**config.mk**
```make
export PLATFORM = sky130hd
export DESIGN_NAME = vga_timing_rx
export DESIGN_NICKNAME = d
export VERILOG_FILES = /design/src/rtl/vga_timing_rx.sv
export SDC_FILE = /design/constraint.sdc
export NUM_CORES = 1
export LEC_CHECK = 0
export ABC_AREA = 1
export BUFFER_PORTS_ARGS = -buffer_cell sky130_fd_sc_hd__clkbuf_2
export CORE_AREA = 2 2 141 143
export DETAILED_ROUTE_END_ITERATION = 10
export DIE_AREA = 0 0 143 145
export PLACE_DENSITY = 0.75
export SYNTH_ARGS = -nofsm -noshare
export SYNTH_HDL_FRONTEND = slang
export SYNTH_SLANG_ARGS = --single-unit
export TNS_END_PERCENT = 5
```
**constraint.sdc**
```tcl
create_clock -name Clk -period 8.2 [get_ports Clk]
set_input_delay 1.64 -clock Clk [delete_from_list [all_inputs] [get_ports Clk]]
set_output_delay 1.64 -clock Clk [all_outputs]
set_load 0.02 [all_outputs]
```
**src/rtl/vga_timing_rx.sv**
```systemverilog
// VGA timing receiver: measures line/frame geometry of an HS/VS/BLK/RGB stream,
// locks after two matching frames and tags each active pixel with x/y coordinates.
module vga_timing_rx #(
  parameter int CNT_W  = 12,
  parameter int HS_POL = 0,
  parameter int VS_POL = 0,
  parameter int RGB_W  = 24
) (
  input  logic             Clk,
  input  logic             Reset,
  input  logic             VGA_HS,
  input  logic             VGA_VS,
  input  logic             VGA_BLK,
  input  logic [RGB_W-1:0] VGA_RGB,
  output logic             Pix_Valid,
  output logic [RGB_W-1:0] Pix_RGB,
  output logic [CNT_W-1:0] Pix_X,
  output logic [CNT_W-1:0] Pix_Y,
  output logic             Frame_Start,
  output logic [CNT_W-1:0] H_Total,
  output logic [CNT_W-1:0] H_Active,
  output logic [CNT_W-1:0] V_Total,
  output logic [CNT_W-1:0] V_Active,
  output logic             Locked,
  output logic             Err
);

  typedef enum logic [1:0] {SEARCH, MEASURE, VERIFY, LOCKED} state_t;

  localparam logic             HS_ACT   = (HS_POL != 0);
  localparam logic             VS_ACT   = (VS_POL != 0);
  localparam logic [CNT_W-1:0] CNT_MAX  = '1;
  localparam logic [CNT_W-1:0] CNT_ZERO = '0;
  localparam logic [CNT_W-1:0] CNT_ONE  = CNT_W'(1);

  function automatic logic [CNT_W-1:0] sat_inc(input logic [CNT_W-1:0] v);
    return (v == CNT_MAX) ? v : v + 1'b1;
  endfunction

  state_t state, state_nxt;

  logic             hs_p0, vs_p0, blk_p0;
  logic [RGB_W-1:0] rgb_p0;
  logic             hs_p1, vs_p1, blk_p1, ls_p1, fs_p1;
  logic [RGB_W-1:0] rgb_p1;

  logic [CNT_W-1:0] hcnt, de_cnt, vcnt, acnt, y_cnt;
  logic             line_ok, have_h;
  logic [CNT_W-1:0] cand_ht, cand_ha, cand_vt, cand_va;

  logic             line_act, line_chk, h_bad, v_bad, oob, sat;
  logic [CNT_W-1:0] v_tot_c, a_tot_c, x_cur, y_cur;
  logic             err_set, lock_set, cand_h_ld, cand_v_ld, have_h_clr;

  // Stage p0: capture inputs, syncs normalised so 1 = asserted
  always_ff @(posedge Clk) begin
    if (Reset) begin
      hs_p0  <= 1'b0;
      vs_p0  <= 1'b0;
      blk_p0 <= 1'b0;
    end else begin
      hs_p0  <= VGA_HS ~^ HS_ACT;
      vs_p0  <= VGA_VS ~^ VS_ACT;
      blk_p0 <= VGA_BLK;
    end
  end

  always_ff @(posedge Clk) begin
    rgb_p0 <= VGA_RGB;
    rgb_p1 <= rgb_p0;
  end

  // Stage p1: edge detection; ls_p1/fs_p1 mark the sample now in blk_p1/rgb_p1
  always_ff @(posedge Clk) begin
    if (Reset) begin
      hs_p1  <= 1'b0;
      vs_p1  <= 1'b0;
      blk_p1 <= 1'b0;
      ls_p1  <= 1'b0;
      fs_p1  <= 1'b0;
    end else begin
      hs_p1  <= hs_p0;
      vs_p1  <= vs_p0;
      blk_p1 <= blk_p0;
      ls_p1  <= hs_p0 & ~hs_p1;
      fs_p1  <= vs_p0 & ~vs_p1;
    end
  end

  // Line/frame close values; the closing LS is folded in before a coincident FS
  assign line_act = (de_cnt != CNT_ZERO);
  assign line_chk = ls_p1 & line_ok & line_act;
  assign v_tot_c  = ls_p1 ? sat_inc(vcnt) : vcnt;
  assign a_tot_c  = (ls_p1 & line_act) ? sat_inc(acnt) : acnt;
  assign h_bad    = line_chk & ((hcnt != cand_ht) | (de_cnt != cand_ha));
  assign v_bad    = fs_p1 & ((v_tot_c != cand_vt) | (a_tot_c != cand_va));
  assign x_cur    = ls_p1 ? CNT_ZERO : de_cnt;
  assign oob      = blk_p1 & (x_cur >= cand_ha);
  assign sat      = ~ls_p1 & (hcnt == CNT_MAX);
  assign y_cur    = fs_p1 ? CNT_ZERO :
                    (ls_p1 & line_act) ? sat_inc(y_cnt) : y_cnt;

  always_ff @(posedge Clk) begin
    if (Reset) begin
      hcnt    <= CNT_ZERO;
      de_cnt  <= CNT_ZERO;
      vcnt    <= CNT_ZERO;
      acnt    <= CNT_ZERO;
      y_cnt   <= CNT_ZERO;
      line_ok <= 1'b0;
      have_h  <= 1'b0;
    end else begin
      if (ls_p1) begin
        hcnt    <= CNT_ONE;
        de_cnt  <= CNT_W'(blk_p1);
        line_ok <= 1'b1;
      end else begin
        hcnt <= sat_inc(hcnt);
        if (blk_p1) de_cnt <= sat_inc(de_cnt);
        if (sat) line_ok <= 1'b0;
      end
      if (fs_p1) begin
        vcnt <= CNT_ZERO;
        acnt <= CNT_ZERO;
      end else begin
        vcnt <= v_tot_c;
        acnt <= a_tot_c;
      end
      y_cnt <= y_cur;
      if (have_h_clr)     have_h <= 1'b0;
      else if (cand_h_ld) have_h <= 1'b1;
    end
  end

  always_ff @(posedge Clk) begin
    if (Reset) state <= SEARCH;
    else       state <= state_nxt;
  end

  always_comb begin
    state_nxt  = state;
    err_set    = 1'b0;
    lock_set   = 1'b0;
    cand_h_ld  = 1'b0;
    cand_v_ld  = 1'b0;
    have_h_clr = 1'b0;
    case (state)
      SEARCH: begin
        if (fs_p1) begin
          state_nxt  = MEASURE;
          have_h_clr = 1'b1;
        end
      end
      MEASURE: begin
        if (line_chk & ~have_h) cand_h_ld = 1'b1;
        if (fs_p1) begin
          if (have_h | line_chk) begin
            cand_v_ld = 1'b1;
            state_nxt = VERIFY;
          end else begin
            err_set   = 1'b1;
            state_nxt = SEARCH;
          end
        end
      end
      VERIFY: begin
        if (h_bad | v_bad | oob) begin
          err_set   = 1'b1;
          state_nxt = SEARCH;
        end else if (fs_p1) begin
          lock_set  = 1'b1;
          state_nxt = LOCKED;
        end
      end
      LOCKED: begin
        if (h_bad | v_bad | oob) begin
          err_set   = 1'b1;
          state_nxt = SEARCH;
        end
      end
    endcase
    if (sat) begin
      err_set   = 1'b1;
      lock_set  = 1'b0;
      cand_v_ld = 1'b0;
      state_nxt = SEARCH;
    end
  end

  always_ff @(posedge Clk) begin
    if (Reset) begin
      cand_ht  <= CNT_ZERO;
      cand_ha  <= CNT_ZERO;
      cand_vt  <= CNT_ZERO;
      cand_va  <= CNT_ZERO;
      H_Total  <= CNT_ZERO;
      H_Active <= CNT_ZERO;
      V_Total  <= CNT_ZERO;
      V_Active <= CNT_ZERO;
      Locked   <= 1'b0;
      Err      <= 1'b0;
    end else begin
      if (cand_h_ld) begin
        cand_ht <= hcnt;
        cand_ha <= de_cnt;
      end
      if (cand_v_ld) begin
        cand_vt <= v_tot_c;
        cand_va <= a_tot_c;
      end
      if (lock_set) begin
        H_Total  <= cand_ht;
        H_Active <= cand_ha;
        V_Total  <= cand_vt;
        V_Active <= cand_va;
      end
      Locked <= (state_nxt == LOCKED);
      if (err_set)       Err <= 1'b1;
      else if (lock_set) Err <= 1'b0;
    end
  end

  // Stage p2: registered pixel outputs, three clocks after the input sample
  always_ff @(posedge Clk) begin
    if (Reset) begin
      Pix_Valid   <= 1'b0;
      Pix_RGB     <= '0;
      Pix_X       <= CNT_ZERO;
      Pix_Y       <= CNT_ZERO;
      Frame_Start <= 1'b0;
    end else begin
      Pix_Valid   <= blk_p1 & Locked;
      Pix_RGB     <= rgb_p1;
      Pix_X       <= x_cur;
      Pix_Y       <= y_cur;
      Frame_Start <= blk_p1 & Locked & (x_cur == CNT_ZERO) & (y_cur == CNT_ZERO);
    end
  end

endmodule
```
==> summary.md, run 1 <==
| Metric | Value |
|---|---|
| Critical Path RT | `8.61 ns` |
| DR WL/cell | `12.9 µm` |
| CTS tree | `yes` |
| Synth area leader | `dfxtp_1` |
| DR iter-0 viols | `533` |
| Overall die height | `145 µm` |
| Max clock buf depth | `3` |
| Final hold violation count | `0` |
| Initial antenna violation count | `0` |
| Global-route usage over all layers | `0.221` |
| Finish-stage setup viols | `0` |
| DR pass1 iterations | `5` |
| Post-synth ARST share | `0` |
| Max-slew headroom | `0.270` |
| Status | `completed` |
| Syn Inst Count | `1417` |
| # clock sinks | `256` |
| Mean Syn Cell Area | `7.34 µm²` |
| WS Path Type | `flop to flop` |
| RD Place Congestion | `0.939` |
| Layout Skew | `0.0154 ns` |
| Largest fanout on the critical path | `97` |
| Top flop regs | `Pix_RGB (24), rgb_p0 (24), rgb_p1 (24)` |
| Io pins | `129` |
| Synth unique cells | `37` |
| Layout Nets | `1575` |
| Number of synthesized register bits | `256` |
| Initial core utilization | `0.541` |
| Tcrit/Tclk final | `0.483` |
| Vias in the first global route | `8308` |
| Gr ovfl total | `0` |
| Routed Antenna Nets | `0` |
| Clock Latency Late Sink | `0.53 ns` |
| Row Count | `51` |
| Total setup buffers inserted after CTS | `0` |
| Ys flop type | `dfxtp_1` |
| CP max stage cell | `a21oi_1` |
| Worst EP arrival | `4.37 ns` |
| DIE AREA | `0.0207 mm²` |
| Worst slew pin tran | `1.09 ns` |
| RSZ-0062 raised after global routing | `false` |
| LEAKAGE | `0.00592 µW` |
| Synth Cell Area | `0.0104 mm²` |
| Global-route wire length before repair | `38500 µm` |
| Largest net degree at the start of global routing | `98` |
| Peak Freq | `0.253 GHz` |
| Clk root buf | `clkbuf_16` |
| Core region area | `0.0192 mm²` |
| Drc violations | `0` |
| Synth-to-layout area growth | `15.9%` |
| Post-synth EDFFs | `0` |
| Worst Setup End Kind | `flop` |
| Max Slew Vio Count | `0` |
| Yosys top cell area share | `0.493` |
| Min-Delay Path Class | `flop to flop` |
| Fin crit period | `3.96 ns` |
| Ys Warns | `0` |
| Critical Path Max Stage Delay | `0.79 ns` |
| Hold Buf Count CTS | `0` |
| Die width | `143 µm` |
| Top delay family on crit path | `simple AND/OR/NAND/NOR gates` |
| Number of port buffers | `128` |
| TNS Setup | `0 ns` |
| Post-synth net total | `1464` |
| Total wire length | `23400 µm` |
| Crit path launch type | `flop` |
| Vias per cell | `4.98` |
| DP Wirelength | `15700 µm` |
| Clock Pin Slew Worst Setup and Hold Paths | `0.06 ns` |
| Buffers & Inverters on Critical Path | `1` |
| Vias | `9005` |
| Worst path cell trace | `inv_1 -> ha_1 -> nand3_1 -> nor2_2 -> a21oi_1 -> nand3_1 -> nand3b_1 -> nand2_1 -> nor2_1 -> nand2_1 -> nor2_1 -> nand3_1 -> nand2_1 -> nand3_4 -> nor2_1 -> nor2_1` |
| Worst IR Drop VDD | `232 µV` |
| Layout cells sized above 1 | `0.124` |
| Top cells by area, synth | `dfxtp_1 49%, nand2_1 11%, nor2_1 9.7%` |
| Final worst slack | `4.24 ns` |
| PD cells | `215 mW/mm²` |
| N_diodes | `0` |
| PostCTS Resize Cnt | `0` |
| DP Worst Slack | `4.26 ns` |
| Maximum capacitance violations | `0` |
| Most frequent CP cell | `nor2_1` |
| CTS H-Tree Depth | `1` |
| Post-synthesis sequential area ratio | `0.493` |
| TritonCTS Buffers | `26` |
cells in the final DEF, fill, tap and decap left out, types with 26 or more instances in the layout:
master / count
a21oi_1: 72
clkbuf_16: 26
clkbuf_2: 128
dfxtp_1: 256
inv_1: 187
nand2_1: 301
nand3_1: 70
nor2_1: 269
o21ai_0: 61
xor2_1: 32
final timing paths:
check / cells past startpoint / endpoint / from / slack [ns]
hold reg to reg: 0 / rgb_p1[0] / rgb_p0[0] / 0.33
hold / removal: 0 / rgb_p1[0] / rgb_p0[0] / 0.33
setup reg to reg: 16 / V_Total[1] / de_cnt[0] / 4.24
setup / recovery: 16 / V_Total[1] / de_cnt[0] / 4.24
area by class of cell:
cell class                      count  area, µm²
Clock buffer                       34        701
Clock inverter                     11        169
Fill cell                        1705       7160
Inverter                          194        729
Multi-Input combinational cell    918       4330
Sequential cell                   256       5120
Tap cell                          265        332
Timing Repair Buffer              132        671
cells by family (layout without fill, tap and decap cells):
kind of cell             count (synthesis)  after routing  share of synthesized area
flip-flops                             256            256                      0.493
AO/OA/AOI/OAI                          152            152                     0.0774
XOR/XNOR                                38             38                     0.0335
buffers and inverters                  243            371                     0.0924
adder cells (fa/ha/maj)                 18             18                     0.0217
AND/OR/NAND/NOR                        710            710                      0.282
power by group:
group	switching [µW]	internal, µW	leakage (µW)
Sequential	12.5	1270	0.00209
Clock	483	727	0.000425
Combinational	64.4	29.9	0.00341
routing by layer:
metal	vias to the layer above	track usage	routed length (µm)
met4	0	0.0663	631
met2	225	0.380	11200
met3	50	0.0399	1210
met5	-	0	0
li1	4641	-	-
met1	4089	0.282	10300
cells in the mapped netlist, types with 9 or more instances:
master    instances
nand3_1          70
nand3b_1          9
a21oi_1          72
nand2_1         301
inv_1           187
nor3_1           20
dfxtp_1         256
nand4_1          16
clkbuf_1         28
nor2_1          270
buf_2             9
o21ai_0          61
xor2_1           32
ha_1             18
through the flow:
stage                     hold WS, ns  instance area, µm²  utilization  cells  total power, µW
after floorplan                 0.310               10400            -   1417             1370
after global placement          0.310               11200        0.582   1765             1400
after detailed placement        0.312               11200        0.582   1765             1400
after CTS                       0.327               12100        0.627   1810             2600
after global routing            0.329               12100        0.627   1810             2670
final                           0.326               12100        0.627   1810             2590
Power figures use the tool's default switching activity.
==> inputs of run 2 (changes only) <==
==> config.mk (replaced) <==
export PLATFORM = sky130hd
export DESIGN_NAME = vga_timing_rx
export DESIGN_NICKNAME = d
export VERILOG_FILES = /design/src/rtl/vga_timing_rx.sv
export SDC_FILE = /design/constraint.sdc
export NUM_CORES = 1
export LEC_CHECK = 0
export ABC_AREA = 0
export BUFFER_PORTS_ARGS = -buffer_cell sky130_fd_sc_hd__clkbuf_2
export CORE_AREA = 2 2 143 145
export DETAILED_ROUTE_END_ITERATION = 10
export DIE_AREA = 0 0 145 147
export PLACE_DENSITY = 0.74
export SYNTH_ARGS = -nofsm -noshare
export SYNTH_HDL_FRONTEND = slang
export SYNTH_SLANG_ARGS = --single-unit
export TNS_END_PERCENT = 5
==> constraint.sdc (replaced) <==
create_clock -name Clk -period 3.4 [get_ports Clk]
set_input_delay 0.68 -clock Clk [delete_from_list [all_inputs] [get_ports Clk]]
set_output_delay 0.68 -clock Clk [all_outputs]
set_load 0.02 [all_outputs]
==> run 2 against run 1 <==
Via count down 9.5%. Sequential power grew 140%. Sequential cell count unchanged. Sequential share of layout area is 1.8 points lower. Non-clock buffer count is 78 higher. The flow now finishes with violations (negative setup slack). Combinational power increased by 81%. First-iteration DRC count is the same. Clock power grew to 2.8 times the previous value. Utilization is 0.74 points higher. Final cell count is 14% lower. Routed wire length increased by 1.1%. Fmax rose by 13%.
==> summary.md, run 2 <==
| Metric | Value |
|---|---|
| Status | `complete, but fails checks` |
| Failing checks | `negative setup slack` |
| Synth area leader | `dfxtp_1` |
| Routed Antenna Nets | `0` |
| Synth-to-layout area growth | `25.1%` |
| Vias in the first global route | `7793` |
| Crit path launch type | `flop` |
| Gr busiest metal | `met2` |
| Top flop regs | `Pix_RGB (24), rgb_p0 (24), rgb_p1 (24)` |
| Final worst slack | `-0.0923 ns` |
| Worst EP arrival | `3.89 ns` |
| Post-synth EDFFs | `0` |
| Cell area after layout | `0.0126 mm²` |
| Layout cells sized above 1 | `0.222` |
| Ys Warns | `0` |
| DIE AREA | `0.0213 mm²` |
| Post-synth net total | `1129` |
| N_diodes | `0` |
| Maximum capacitance violations | `0` |
| Overall die height | `147 µm` |
| Syn Inst Count | `1082` |
| Total wire length | `23600 µm` |
| Largest net degree at the start of global routing | `51` |
| Mean Syn Cell Area | `9.30 µm²` |
| M2 GR Usage | `0.385` |
| WS Path Type | `flop to flop` |
| Max-slew headroom | `0.506` |
| Initial core utilization | `0.507` |
| Pwr Total | `6620 µW` |
| Clock Pin Slew Worst Setup and Hold Paths | `0.06 ns` |
| DP Wirelength | `16400 µm` |
| Vias per cell | `5.27` |
| Worst IR Drop VDD | `431 µV` |
| Global-route usage over all layers | `0.218` |
| CTS H-Tree Depth | `1` |
| Final hold violation count | `0` |
| Initial antenna violation count | `0` |
| Min-Delay Path Class | `input pin to flop` |
| TNS Setup | `-1.99 ns` |
| LEAKAGE | `0.00506 µW` |
| Hold Buf Count CTS | `0` |
| Most common cell after layout, fill and taps aside | `dfxtp_1` |
| Met3 usage | `0.0360` |
| Largest fanout on the critical path | `16` |
| TritonCTS Buffers | `26` |
| # clock sinks | `256` |
| CTS tree | `yes` |
| Row Count | `52` |
| Count leader, synth | `dfxtp_1` |
| Commonest cells post-synth | `256 x dfxtp_1, 152 x nor2_1, 99 x nand2_1` |
| Peak Freq | `0.286 GHz` |
| Gr ovfl total | `0` |
| Clk root buf | `clkbuf_16` |
| Commonest non-fill, non-tap cells in the layout | `254 x dfxtp_1, 151 x nor2_1, 127 x clkbuf_2` |
| RSZ-0062 raised after global routing | `true` |
| RD Place Congestion | `0.929` |
| Util after Layout | `0.635` |
| Tcrit/Tclk final | `1.03` |
| Layout Skew | `0.0132 ns` |
| Number of synthesized register bits | `256` |
| Worst slew pin tran | `0.742 ns` |
| Number of port buffers | `128` |
| Core region area | `0.0198 mm²` |
| Synth Cell Area | `0.0101 mm²` |
| Post-synth ARST share | `0` |
| Max clock buf depth | `3` |
| Worst Setup End Kind | `flop` |
| Ys flop type | `dfxtp_1` |
| Drc violations | `0` |
| Clock Latency Late Sink | `0.53 ns` |
| Max Slew Vio Count | `0` |
| Vias | `8153` |
| Layout Nets | `1305` |
| DR WL/cell | `15.3 µm` |
| Io pins | `129` |
| Die width | `145 µm` |
| Post-DP Area | `0.0114 mm²` |
| Fillers | `1679` |
| DR pass1 iterations | `5` |
| Met1 usage | `0.272` |
| Critical Path RT | `3.80 ns` |
| Finish-stage setup viols | `48` |
| Global-route wire length before repair | `38800 µm` |
| Post-synthesis sequential area ratio | `0.509` |
| Yosys top cell area share | `0.509` |
| PD cells | `526 mW/mm²` |
| Worst hold slack | `0.243 ns` |
| Synth unique cells | `60` |
| Top cells by area, synth | `dfxtp_1 51%, nor2_1 5.7%, mux2i_1 5.6%` |
| DR iter-0 viols | `533` |
| Fin crit period | `3.49 ns` |
## run 2: changes by cell type after synthesis, sizes merged, moves of 45 or more
cell / before / now
nand2: 305 / 100
inv: 193 / 23
nor2: 274 / 152
mux2i: 0 / 56
nand3: 72 / 21
nor2b: 0 / 48
o21ai: 62 / 17
## run 2: logic make-up after synthesis
logic type / Yosys count / synth area share
simple gates: 445 / 0.216
flops: 256 / 0.509
compound gates: 145 / 0.0901
buf+inv: 85 / 0.0357
xor+xnor: 77 / 0.0712
mux: 56 / 0.0557
fa+ha+maj: 18 / 0.0224
## run 2: final cells by class
cell class,count,area (µm²),share of cell area
multi-input combinational,741,4650,0.369
timing repair buffer,210,1340,0.106
tap,270,338,0.0268
inverter,23,86.3,0.00685
clock buffer,35,766,0.0608
sequential,256,5130,0.407
clock inverter,13,284,0.0225
## run 2: critical path, stage by stage (launching register included)
cell and delay [ns]:
dfxtp_4 0.35, inv_2 0.05, ha_1 0.13, or4b_4 0.46
o31a_1 0.33, buf_4 0.21, a21o_1 0.21, a21oi_2 0.16
o2111ai_2 0.15, or4_4 0.47, nor4_4 0.19, buf_4 0.20
buf_12 0.17, mux2i_1 0.22, nor2_1 0.05
## run 2: report_power, final
part / internal [µW] / total [µW] / switching, µW
clock network: 2190 / 3380 / 1190
registers: 3050 / 3070 / 20.1
logic: 64.6 / 171 / 107
total: 5310 / 6620 / 1310
## run 2: worst paths after layout
path / from / endpoint / slack (ns) / cells after the start
worst min register to register: rgb_p0[15] / rgb_p1[15] / 0.32 / 0
worst max register to register: de_cnt[0] / H_Total[4] / -0.09 / 14
worst max-delay path: de_cnt[0] / H_Total[4] / -0.09 / 14
worst min-delay path: VGA_RGB[7] / rgb_p0[7] / 0.24 / 1
## run 2: layer usage
layer  wire [µm]  share of wire  vias to the layer above
met5           0              0                        -
met4         524          0.022                        0
met3        1270          0.054                       45
met2       11600           0.49                      223
met1       10300           0.43                     3836
li1            -              -                     4049
## run 2: through the flow
step / instances / setup WS [ns]
final: 1548 / -0.0923
after detailed placement: 1497 / -0.172
after floorplan: 1082 / -0.0180
after CTS: 1548 / -0.104
after global placement: 1497 / -0.0756
after global routing: 1548 / -0.230
## run 2: timing repair
item | 4_1_cts | 5_1_grt
setup endpoints to repair | 49 | 49
gates cloned | 1 | 0
setup buffers | 2 | 0
gates resized for setup | 11 | 12
pin swaps | 2 | 3
==> inputs of run 3 (changes only) <==
--- a/config.mk
+++ b/config.mk
@@ -7,10 +7,10 @@
 export LEC_CHECK = 0
 export ABC_AREA = 0
 export BUFFER_PORTS_ARGS = -buffer_cell sky130_fd_sc_hd__clkbuf_2
-export CORE_AREA = 2 2 143 145
+export CORE_AREA = 8 8 145 147
 export DETAILED_ROUTE_END_ITERATION = 10
-export DIE_AREA = 0 0 145 147
-export PLACE_DENSITY = 0.74
+export DIE_AREA = 0 0 153 155
+export PLACE_DENSITY = 0.75
 export SYNTH_ARGS = -nofsm -noshare
 export SYNTH_HDL_FRONTEND = slang
 export SYNTH_SLANG_ARGS = --single-unit
==> constraint.sdc (replaced) <==
create_clock -name Clk -period 4.3 [get_ports Clk]
set_input_delay 0.86 -clock Clk [delete_from_list [all_inputs] [get_ports Clk]]
set_output_delay 0.86 -clock Clk [all_outputs]
set_load 0.02 [all_outputs]
==> run 3 against run 2 <==
The run now ends clean. Die area is 11% higher. Sequential share of layout area grew 2.6 points. Total power is 24% lower. Combinational power down 29%. First-iteration DRC count shrank 26%. Cell area decreased by 6.1%. Utilization shrank 1.0 points. Fmax fell by 14%. Routed wire length is 3.8% lower. Count of clock-buffer cells in the layout fell by 3. Critical path depth decreased by 2. Register-to-register slack better by 0.35 ns.
==> summary.md, run 3 (same netlist as run 2, synthesis figures left out) <==
| Metric | Value |
|---|---|
| Status | `completed` |
| Io pins | `129` |
| PD cells | `423 mW/mm²` |
| Worst IR Drop VDD | `491 µV` |
| Total wire length | `22700 µm` |
| Number of port buffers | `128` |
| RD Place Congestion | `0.902` |
| Max Slew Vio Count | `0` |
| CTS H-Tree Depth | `1` |
| Global-route wire length before repair | `37300 µm` |
| DR pass1 iterations | `5` |
| TNS Setup | `0 ns` |
| Top Layer Used | `met4` |
| Worst slew pin tran | `0.967 ns` |
| DP Wirelength | `15900 µm` |
| Largest fanout on the critical path | `48` |
| Top flop regs | `Pix_RGB (24), rgb_p0 (24), rgb_p1 (24)` |
| Routed Antenna Nets | `0` |
| Post-DP Area | `0.0109 mm²` |
| Drc violations | `0` |
| Maximum capacitance violations | `0` |
| DR iter-0 viols | `395` |
| Met1 Wirelength | `10300 µm` |
| Peak Freq | `0.247 GHz` |
| Worst EP arrival | `4.43 ns` |
| Layout Nets | `1241` |
| Max-slew headroom | `0.352` |
| Worst Setup End Kind | `flop` |
| Wire length on met3 | `1200 µm` |
| N_diodes | `0` |
| Most common cell after layout, fill and taps aside | `dfxtp_1` |
| Overall die height | `155 µm` |
| Row Count | `51` |
| Total setup buffers inserted after CTS | `0` |
| Tcrit/Tclk final | `0.941` |
| Vias in the first global route | `7470` |
| Fillers | `1631` |
| Gr ovfl total | `0` |
| Global-route usage over all layers | `0.187` |
| Clock Latency Late Sink | `0.53 ns` |
| Synth-to-layout area growth | `17.6%` |
| Initial antenna violation count | `0` |
| Cell area after layout | `0.0118 mm²` |
| Core region area | `0.0190 mm²` |
| Initial core utilization | `0.531` |
| Hold Buf Count CTS | `0` |
| TritonCTS Buffers | `26` |
| Fin crit period | `4.05 ns` |
| WS Path Type | `flop to flop` |
| PostCTS Resize Cnt | `0` |
| Clk root buf | `clkbuf_16` |
| Critical Path RT | `4.68 ns` |
| LEAKAGE | `0.00465 µW` |
| DR WL/cell | `15.7 µm` |
| Largest net degree at the start of global routing | `87` |
| # clock sinks | `256` |
| Vias | `7804` |
| DIE AREA | `0.0237 mm²` |
| Layout Skew | `0.0180 ns` |
| Crit path launch type | `flop` |
| Die width | `153 µm` |
| Commonest non-fill, non-tap cells in the layout | `256 x dfxtp_1, 152 x nor2_1, 127 x clkbuf_2` |
| Finish-stage setup viols | `0` |
| RSZ-0062 raised after global routing | `false` |
| Final hold violation count | `0` |
| Routed met2 length | `10700 µm` |
| Min-Delay Path Class | `flop to flop` |
| Layout cells sized above 1 | `0.166` |
| Max clock buf depth | `3` |
| CTS tree | `yes` |
| Vias per cell | `5.38` |
| Clock Pin Slew Worst Setup and Hold Paths | `0.06 ns` |
## run 3: cell type report
| type | instances | area, µm² | area share |
|---|---|---|---|
| sequential | 256 | 5120 | 0.433 |
| multi-input combinational | 741 | 4590 | 0.388 |
| timing repair buffer | 146 | 791 | 0.0668 |
| clock buffer | 32 | 693 | 0.0586 |
| tap | 238 | 298 | 0.0252 |
| clock inverter | 15 | 253 | 0.0214 |
| inverter | 23 | 86.3 | 0.00729 |
## run 3: power breakdown
part	total, µW	internal, µW	leakage [µW]	switching [µW]
Combinational	122	41.5	0.00211	80.8
Sequential	2430	2420	0.00209	17.3
Clock	2450	1520	0.000456	938
## run 3: metal layers
metal  up-vias  GRT usage
met1      3664      0.232
met4         0     0.0674
met3        39     0.0377
li1       3921          -
met5         -          0
met2       180      0.317
## run 3: worst paths after layout
kind         startpoint    endpoint  slack (ns)  cells after the start
max           de_cnt[1]  V_Total[0]        0.25                     12
min           rgb_p0[8]   rgb_p1[8]        0.33                      0
max reg2reg   de_cnt[1]  V_Total[0]        0.25                     12
min reg2reg   rgb_p0[8]   rgb_p1[8]        0.33                      0
## run 3: critical path: stages (launching register included)
cell and delay (ns):
dfxtp_1 0.37, inv_1 0.12, ha_1 0.14, or4b_1 0.48, o31a_1 0.39, nand2_2 0.15
o221ai_1 0.14, or4_1 0.51, or4_4 0.58, nor4_4 0.34, buf_12 0.36, mux2i_1 0.26
nor2_1 0.06
## run 3: per-stage QoR
step / std cells / setup slack (ns) / power, µW / utilization / hold WS [ns]
2_1_floorplan: 1082 / 0.619 / 2560 / - / 0.310
3_3_place_gp: 1404 / 0.385 / 2600 / 0.575 / 0.310
3_5_place_dp: 1404 / 0.291 / 2610 / 0.575 / 0.312
4_1_cts: 1451 / 0.281 / 5060 / 0.624 / 0.327
5_1_grt: 1451 / 0.0288 / 5170 / 0.624 / 0.336
6_report: 1451 / 0.254 / 5010 / 0.624 / 0.326
